==> src/rtl/lut_dump_pkg.sv <==
// lut_dump_pkg
//   Shared types and default sizes for the DAC LUT dump capture block.
//   - lut_dump_state_e : capture controller state encoding
//   - LUT_DUMP_ADDR_W  : default buffer port-A address width (4096 samples)
//   - LUT_DUMP_DATA_W  : default sample / port-A data width
//   - LUT_DUMP_CSUM_W  : width of the optional capture checksum
package lut_dump_pkg;

   localparam int LUT_DUMP_ADDR_W = 12;
   localparam int LUT_DUMP_DATA_W = 8;
   localparam int LUT_DUMP_CSUM_W = 16;

   typedef enum logic [1:0] {
      IDLE    = 2'd0,
      ARMED   = 2'd1,
      CAPTURE = 2'd2,
      DONE    = 2'd3
   } lut_dump_state_e;

endpackage

==> src/rtl/lut_dump_arm_edge.sv <==
// lut_dump_arm_edge
//   Registers the software arm level and flags its rising edge.
//   Ports:
//     clk, rst  : fabric clock, async active-high reset
//     arm       : software arm level (already in the clk domain)
//     arm_rise  : high for the cycle where arm is 1 and its registered copy is 0
module lut_dump_arm_edge (
   input  logic clk,
   input  logic rst,
   input  logic arm,
   output logic arm_rise
);

   logic arm_q;

   // The registered copy resets to 1 so an arm level that is already high
   // when reset releases is not mistaken for a fresh edge: software must
   // drop arm and raise it again to start a capture.
   always_ff @(posedge clk or posedge rst) begin
      if (rst) arm_q <= 1'b1;
      else     arm_q <= arm;
   end

   assign arm_rise = arm & ~arm_q;

endmodule

==> src/rtl/lut_dump_capture_ctrl.sv <==
// lut_dump_capture_ctrl
//   Captures one full LUT period into the dump buffer (port A). A rising
//   edge of arm arms the block; the first qualified lut_sync starts writing
//   at address 0 and the write at the last address finishes the capture.
//   Dropping arm aborts a capture in progress or clears a finished one.
//   Optional feature macro: LUT_DUMP_CHECKSUM_EN adds a 16-bit wrapping sum
//   of the captured bytes on port checksum.
//   Ports:
//     clk, rst      : fabric clock, async active-high reset
//     arm           : software arm level
//     lut_sync      : marks LUT sample index 0 (qualified by lut_valid)
//     lut_valid     : sample strobe for lut_data
//     lut_data      : LUT sample
//     bram_we       : port-A write enable (registered)
//     bram_en_a     : port-A enable, same as bram_we
//     bram_addr     : port-A write address
//     bram_wr_data  : port-A write data
//     busy          : armed or capturing
//     done          : capture complete, buffer holds one full period
//     checksum      : (LUT_DUMP_CHECKSUM_EN only) sum of written bytes
module lut_dump_capture_ctrl
   import lut_dump_pkg::*;
#(
   parameter int ADDR_W = LUT_DUMP_ADDR_W,
   parameter int DATA_W = LUT_DUMP_DATA_W
) (
   input  logic              clk,
   input  logic              rst,
   input  logic              arm,
   input  logic              lut_sync,
   input  logic              lut_valid,
   input  logic [DATA_W-1:0] lut_data,
   output logic              bram_we,
   output logic              bram_en_a,
   output logic [ADDR_W-1:0] bram_addr,
   output logic [DATA_W-1:0] bram_wr_data,
   output logic              busy,
   output logic              done
`ifdef LUT_DUMP_CHECKSUM_EN
   ,
   output logic [LUT_DUMP_CSUM_W-1:0] checksum
`endif
);

   // Index of the last sample; the counter is one bit wider so it can
   // never alias back onto address 0.
   localparam logic [ADDR_W:0] IDX_LAST = {1'b0, {ADDR_W{1'b1}}};
   localparam logic [ADDR_W:0] IDX_ONE  = (ADDR_W+1)'(1);

   lut_dump_state_e   state, state_nxt;
   logic [ADDR_W:0]   idx, idx_nxt;
   logic              arm_rise;
   logic              wr;
   logic [ADDR_W-1:0] wr_addr;
   logic              arm_clr;

   lut_dump_arm_edge u_arm_edge (
      .clk      (clk),
      .rst      (rst),
      .arm      (arm),
      .arm_rise (arm_rise)
   );

   // Next state and the write decision for the sample on the inputs this
   // cycle; the write itself is registered and appears next cycle.
   // Aborts look at the live arm level so that no write follows the cycle
   // in which arm is seen low.
   always_comb begin
      state_nxt = state;
      idx_nxt   = idx;
      wr        = 1'b0;
      wr_addr   = idx[ADDR_W-1:0];
      arm_clr   = 1'b0;
      case (state)
         IDLE: begin
            if (arm_rise) begin
               state_nxt = ARMED;
               idx_nxt   = '0;
               arm_clr   = 1'b1;
            end
         end
         ARMED: begin
            if (!arm) begin
               state_nxt = IDLE;
            end else if (lut_sync && lut_valid) begin
               wr        = 1'b1;
               wr_addr   = '0;
               idx_nxt   = IDX_ONE;
               state_nxt = CAPTURE;
            end
         end
         CAPTURE: begin
            // lut_sync is deliberately ignored here: no mid-capture restart.
            if (!arm) begin
               state_nxt = IDLE;
            end else if (lut_valid) begin
               wr      = 1'b1;
               idx_nxt = idx + IDX_ONE;
               if (idx == IDX_LAST) state_nxt = DONE;
            end
         end
         DONE: begin
            if (!arm) state_nxt = IDLE;
         end
         default: state_nxt = IDLE;
      endcase
   end

   // Status flags are registered from the next state so busy falls and done
   // rises on the same cycle that carries the terminal write.
   always_ff @(posedge clk or posedge rst) begin
      if (rst) begin
         state        <= IDLE;
         idx          <= '0;
         bram_we      <= 1'b0;
         bram_addr    <= '0;
         bram_wr_data <= '0;
         busy         <= 1'b0;
         done         <= 1'b0;
      end else begin
         state   <= state_nxt;
         idx     <= idx_nxt;
         bram_we <= wr;
         if (wr) begin
            bram_addr    <= wr_addr;
            bram_wr_data <= lut_data;
         end
         busy <= (state_nxt == ARMED) || (state_nxt == CAPTURE);
         done <= (state_nxt == DONE);
      end
   end

   assign bram_en_a = bram_we;

`ifdef LUT_DUMP_CHECKSUM_EN
   // Accumulates alongside the write register so the sum including a byte
   // is visible in the same cycle that byte is written.
   always_ff @(posedge clk or posedge rst) begin
      if (rst)          checksum <= '0;
      else if (arm_clr) checksum <= '0;
      else if (wr)      checksum <= checksum + LUT_DUMP_CSUM_W'(lut_data);
   end
`else
   // No checksum: arm_clr has no other consumer.
   logic unused_arm_clr;
   assign unused_arm_clr = arm_clr;
`endif

endmodule
==> config.mk <==
export PLATFORM = sky130hd
export DESIGN_NAME = lut_dump_capture_ctrl
export DESIGN_NICKNAME = d
export VERILOG_FILES = /design/src/rtl/lut_dump_pkg.sv /design/src/rtl/lut_dump_arm_edge.sv /design/src/rtl/lut_dump_capture_ctrl.sv
export SDC_FILE = /design/constraint.sdc
export NUM_CORES = 1
export LEC_CHECK = 0
export BUFFER_PORTS_ARGS = -buffer_cell sky130_fd_sc_hd__buf_2
export CAP_MARGIN = 20
export CELL_PAD_IN_SITES_DETAIL_PLACEMENT = 0
export CELL_PAD_IN_SITES_GLOBAL_PLACEMENT = 1
export CORE_MARGIN = 4
export CORE_UTILIZATION = 42
export CTS_CLUSTER_SIZE = 8
export DETAILED_ROUTE_END_ITERATION = 16
export MAX_ROUTING_LAYER = met4
export PLACE_DENSITY = 0.8
export SLEW_MARGIN = 40
export SYNTH_ARGS = -nofsm -noshare
export SYNTH_HDL_FRONTEND = slang
export SYNTH_SLANG_ARGS = --single-unit
==> constraint.sdc <==
create_clock -name clk -period 2.2 [get_ports clk]
set_clock_uncertainty 0.05 [all_clocks]
set_input_delay 0.22 -clock clk [delete_from_list [all_inputs] [get_ports clk]]
set_output_delay 0.22 -clock clk [all_outputs]
set_load 0.01 [all_outputs]
==> flow_metrics.py, run 1 <==
metrics = {
    "status": {
        "status": "finished, violations left",
        "violations": "negative hold slack",
    },
    "global_routing": {
        "grt_pass1_wl_mm": 8.14,
        "grt_util_all_layers_pct": 17.2,
        "grt-ovfl-total": 0,
        "grt_pass1_vias": 1687,
        "grt_max_degree": 40,
        "antenna_found_initial": 0,
    },
    "worst_setup_path": {
        "crit_type": "flop to flop",
        "arrival_ps": 2210,
        "worstSetupEndpointType": "flop",
        "startpoint_type": "flop",
        "crit_family": "simple AND/OR/NAND/NOR gates",
        "cp_max_fo": 14,
        "worstPathRequired_ps": 2340,
        "max_stage_delay_ps": 460,
        "cp_cell_sequence": "inv_1, ha_1, nand2b_1, a21oi_4, or3_4, a211o_1",
        "crit_buf_inv": 1,
        "rrSetupSlack_ps": 120,
        "crit_slowest_cell": "dfrtp_1",
    },
    "synthesis": {
        "synth_nets": 241,
        "syn_area_sq_mm": 0.00203,
        "ys_top_cells_by_area": "dfrtp_1, nand2_1, o21ai_0, ha_1, o41ai_1",
        "ys_ff_latch": 39,
        "syn-instance-count": 221,
        "avgSynthCellArea_sq_um": 9.18,
        "yosys_warnings": 0,
        "ys_types": 40,
        "seq_area_frac_synth_pct": 48.2,
        "yosysTopAreaCell": "dfrtp_1",
        "synthDominantCellAreaShare_pct": 46.9,
    },
    "sta": {
        "fin_crit_sh_pct": 94.3,
        "tightest_slew_ps": 551,
        "hold_violations": 28,
        "period_needed_ps": 2080,
        "finalSetupTns_ps": 0,
        "slew_headroom_pct": 63.3,
        "hold_slack_ps": -15.8,
        "fmax_mhz": 482,
        "finalSetupViolCount": 0,
        "finalMaxSlewViolations": 0,
        "rsz0062_at_grt": "no",
    },
    "layout": {
        "syn_to_final_growth_pct": 20.8,
        "drive_gt1_share_pct": 25.8,
        "antenna_cells": 0,
        "nNetsFinal": 286,
        "multi_input_area_sq_um": 962,
        "area.sequential_sq_um": 977,
        "instances_no_fill": 321,
        "n_fill_cell": 443,
    },
    "die": {
        "dieArea_sq_mm": 0.00601,
        "ioPinCount": 37,
        "coreArea_sq_mm": 0.00469,
        "die_y_microns": 77.5,
        "die_w_microns": 77.5,
        "initial_utilization_pct": 43.3,
        "rows": 25,
    },
    "power_and_ir_drop": {
        "max-vdd-ir-drop_v": 0.000557,
        "p_leak_nw": 1.20,
        "powerDensity_mw_per_mm2": 859,
    },
    "cts": {
        "cts_tree": "built",
        "clock_path_buffers": 2,
        "clk_latency_ps": 300,
        "h-tree-depth": 2,
        "numCtsBuffers": 5,
        "post_cts_buffers": 0,
        "root_buffer": "clkbuf_8",
        "clk_pin_slew_worst_paths_ps": 80,
        "cts_sinks": 39,
        "hold_buffers": 0,
        "cts_resized": 0,
    },
    "route": {
        "drc": 0,
        "dr_wl_met3_microns": 285,
        "top_layer": "met4",
        "vias": 1803,
        "wl_met1_mm": 2.30,
        "wl_per_cell_microns": 14.7,
        "dr.first_iter.drc_count": 150,
        "final_antenna_net_count": 0,
        "wl_mm": 4.73,
        "firstDrtPassIters": 4,
        "route.met2.wl_mm": 2.09,
        "vias_per_cell": 5.62,
    },
    "placed_design": {
        "dpl.hpwl_mm": 3.30,
        "gp_congestion": 0.842,
        "numPortBuffers": 36,
        "placed_cells": 313,
    },
    "flow_run": {
        "drv_cap": 0,
    },
    "hold_path": {
        "hold_class": "primary input to asynchronous set/reset pin",
    },
}
## where the power goes
group          total, mW  leakage (nW)  switching [mW]  internal, mW
clock network      0.632        0.0612           0.265         0.367
registers          0.874         0.527          0.0525         0.822
logic              0.598         0.616           0.378         0.220
total               2.11          1.20           0.696          1.41
## Yosys cell counts
library cell,count
nand2_1,56
nand3_2,1
nor3_2,1
and2_1,2
o2111ai_1,1
o31ai_1,8
o211ai_1,1
and2_2,1
inv_1,6
nand4_1,7
a21oi_2,2
o21ai_0,18
buf_4,4
clkbuf_1,5
clkbuf_2,1
nor2_1,3
clkinv_1,1
nand3_1,6
or3_4,1
dfstp_2,1
o22a_1,1
nor2b_1,2
nand2b_1,1
and3b_1,1
nor4_1,2
and3_1,2
o41ai_1,9
or3_1,1
a41oi_1,2
dfrtp_1,38
a21oi_1,8
a21o_1,3
a211o_1,2
and4_1,3
buf_6,1
ha_1,7
a31oi_1,7
or3b_1,1
buf_2,3
nor3_1,1
## state kept, by name (all words and copies together) (netlist names)
signal and count:
state 2, busy 1, bram_wr_data 8, bram_addr 12, done 1, idx 13, bram_en_a 1, u_arm_edge.arm_q 1
## per-stage QoR
step	total power, mW	hold WS (ps)	worst slack [ps]	instance area [sq um]	util (%)
after detailed placement	1.48	328	115	2320	49.5
after CTS	2.11	1.95	98.2	2440	52.0
after global routing	2.24	38.3	14.2	2450	52.2
after global placement	1.47	315	185	2320	49.5
final	2.11	-15.8	125	2450	52.2
after floorplan	1.27	174	287	2030	-
## worst min-delay path, cell delays in order
cell and delay [ps]:
buf_2 90, inv_1 40, buf_4 430
## worst paths after layout
| check | from | end | depth (start not counted) |
|---|---|---|---|
| min in group clk | lut_data[6] | bram_wr_data[6] | 3 |
| max | state[1] | idx[7] | 6 |
| min reg2reg | bram_wr_data[6] | bram_wr_data[6] | 2 |
| max reg2reg | state[1] | idx[7] | 6 |
| min | rst | done | 3 |
| max in group asynchronous | rst | u_arm_edge.arm_q | 3 |
## cell usage in the layout, fill, tap and decap left out, types with 2 or more instances in the layout
cell type and instances:
buf_4 16, buf_2 36, a21oi_1 8, and3_1 2
a211o_1 2, nor2_1 2, nand2_1 56, clkbuf_8 6
a41oi_1 2, nor4_1 2, o41ai_1 9, nor2b_1 2
nand3_1 6, and2_1 2, nand4_1 7, inv_1 6
and4_1 3, a21o_1 3, o31ai_1 8, dfrtp_1 38
ha_1 7, a31oi_1 7, o21ai_0 18
## area by class of cell
| type | instances | share of cell area, % |
|---|---|---|
| Inverter | 7 | 1.07 |
| Tap cell | 54 | 2.76 |
| Clock buffer | 6 | 3.37 |
| Sequential cell | 39 | 39.9 |
| Multi-Input combinational cell | 161 | 39.3 |
| Timing Repair Buffer | 52 | 12.3 |
| Clock inverter | 2 | 1.43 |
## per-layer routing
metal / global-route usage [%] / vias to the layer above
li1: - / 885
met1: 23.1 / 844
met2: 25.6 / 66
met3: 4.64 / 8
met4: 5.16 / 0
met5: - / -
## logic make-up after synthesis
| kind of cell | Yosys count | share of synthesized area [%] |
|---|---|---|
| compound gates | 62 | 20.3 |
| fa+ha+maj | 7 | 4.32 |
| buf+inv | 21 | 5.24 |
| flops | 39 | 48.2 |
| simple gates | 92 | 21.9 |
(Power assumes the default switching activity.)
==> run 2: changes to the inputs <==
Settings changed: CORE_MARGIN 4 to 3, RECOVER_POWER from default to 100, SETUP_SLACK_MARGIN from default to 0.2.
==> run 2 against run 1 <==
The run now ends clean; wire length is 2.6% higher; power fell by 0.13%; critical path depth unchanged; critical path type unchanged; largest cell class is now multi-input gates.
==> flow_metrics.py, run 2 (synthesized netlist as in run 1, its figures left out) <==
metrics = {
    "status": {
        "status": "finished clean",
    },
    "placed_design": {
        "dpl.hpwl_mm": 3.31,
        "gp_congestion": 0.811,
        "numPortBuffers": 36,
        "placed_cells": 310,
    },
    "layout": {
        "postLayoutCoreUtil_pct": 54.6,
        "top_register": "idx",
        "antenna_cells": 0,
        "largest_reg_flops": 13,
        "syn_to_final_growth_pct": 21.1,
        "final_common_cell": "nand2_1",
        "nNetsFinal": 286,
        "mostFrequentLayoutCells": "nand2_1, dfrtp_1, clkbuf_1",
        "instances_no_fill": 319,
        "drive_gt1_share_pct": 19.5,
        "top_regs": "idx (13), bram_addr (12), bram_wr_data (8)",
    },
    "worst_setup_path": {
        "cp_cell_sequence": "ha_1, and4_1, nand4_1, or3b_1, a21oi_1, ha_1",
        "worstPathRequired_ps": 2320,
        "arrival_ps": 2100,
        "crit_type": "flop to flop",
        "path_common_cell": "ha_1",
        "r2r-start": "idx[0]",
        "startpoint_type": "flop",
        "crit_slowest_cell": "or3b_1",
        "worstSetupEndpointType": "flop",
        "crit_buf_inv": 0,
        "critical_path.reg2reg.endpoint": "busy",
        "cp_max_fo": 4,
        "max_stage_delay_ps": 370,
        "crit_family": "simple AND/OR/NAND/NOR gates",
        "rrSetupSlack_ps": 220,
        "worstRegToRegCells": 6,
    },
    "route": {
        "drc": 0,
        "wl_per_cell_microns": 15.2,
        "firstDrtPassIters": 5,
        "vias_per_cell": 5.65,
        "dr_wl_met3_microns": 296,
        "wl_met1_mm": 2.23,
        "wl_mm": 4.85,
        "vias": 1801,
        "dr.first_iter.drc_count": 139,
        "final_antenna_net_count": 0,
        "route.met2.wl_mm": 2.24,
        "top_layer": "met4",
    },
    "sta": {
        "fmax_mhz": 505,
        "finalSetupTns_ps": 0,
        "tightest_slew_ps": 935,
        "finalSetupViolCount": 0,
        "hold_violations": 0,
        "finalMaxSlewViolations": 0,
        "rsz0062_at_grt": "yes",
        "slew_headroom_pct": 37.7,
        "fin_crit_sh_pct": 90.0,
        "period_needed_ps": 1980,
    },
    "cts": {
        "cts_sinks": 39,
        "clk_pin_slew_worst_paths_ps": 70,
        "root_buffer": "clkbuf_8",
        "numCtsBuffers": 5,
        "cts_tree": "built",
        "h-tree-depth": 2,
        "clk_latency_ps": 290,
        "hold_buffers": 0,
        "clock_path_buffers": 2,
    },
    "hold_path": {
        "hold_depth": 3,
        "worstHoldEndpoint": "bram_wr_data[1]",
        "hold_class": "primary input to flop",
        "hp-start": "lut_data[1]",
    },
    "power_and_ir_drop": {
        "p_total_mw": 2.10,
        "max-vdd-ir-drop_v": 0.000457,
        "p_leak_nw": 1.11,
        "powerDensity_mw_per_mm2": 856,
    },
    "die": {
        "ioPinCount": 37,
        "dieArea_sq_mm": 0.00570,
        "die_y_microns": 75.5,
        "initial_utilization_pct": 45.1,
        "coreArea_sq_mm": 0.00450,
        "rows": 24,
        "die_w_microns": 75.5,
    },
    "global_routing": {
        "grt_pass1_vias": 1646,
        "grt_pass1_wl_mm": 7.82,
        "grt_max_degree": 40,
        "antenna_found_initial": 0,
        "grt_util_all_layers_pct": 18.4,
        "grt-ovfl-total": 0,
    },
    "flow_run": {
        "drv_cap": 0,
    },
}
-- run 2: final cells by class --
type                       instances  area [sq um]
inverter                           7          26.3
clock buffer                       6          82.6
tap                               52          65.1
timing repair buffer              52           263
multi-input combinational        161          1010
fill                             442          2050
sequential                        39           980
clock inverter                     2          35.0
-- run 2: repair_timing --
item,CTS,global route
endpoints found under the setup margin,7,12
resized for setup,6,9
pin swaps,0,1
setup buffers,0,1
-- run 2: where the power goes --
group          internal, mW  switching, mW  total [mW]
clock                 0.367          0.246       0.613
sequential            0.824         0.0556       0.880
combinational         0.210          0.400       0.610
total                  1.40          0.701        2.10
-- run 2: through the flow --
| step | hold slack (ps) | worst slack (ps) | area, sq um |
|---|---|---|---|
| finish | 67.3 | 219 | 2460 |
| global placement | 313 | 168 | 2310 |
| detailed placement | 315 | 98.2 | 2310 |
| global route | 62.9 | 126 | 2460 |
| CTS | 2.21 | 210 | 2450 |
| floorplan | 174 | 287 | 2030 |
-- run 2: worst max path at each step --
stage          startpoint  endpoint  slack (ps)  depth (start not counted)
6_report           idx[0]      busy         220                          6
5_1_grt          state[1]   idx[11]         130                          7
4_1_cts          state[0]    idx[5]         210                          7
3_5_place_dp     state[1]    idx[3]         100                          6
3_3_place_gp     state[0]    idx[7]         170                          6
2_1_floorplan      idx[0]      busy         290                          7
-- run 2: layer usage --
metal  up-vias  track usage [%]
met3         8             2.51
li1        885                -
met1       840             26.0
met5         -                -
met4         0             7.38
met2        68             26.7
-- run 2: worst min-delay path: cells and delay by family --
kind / cells / cell delay [ps]
buf+inv: 1 / 70
simple gates: 2 / 80
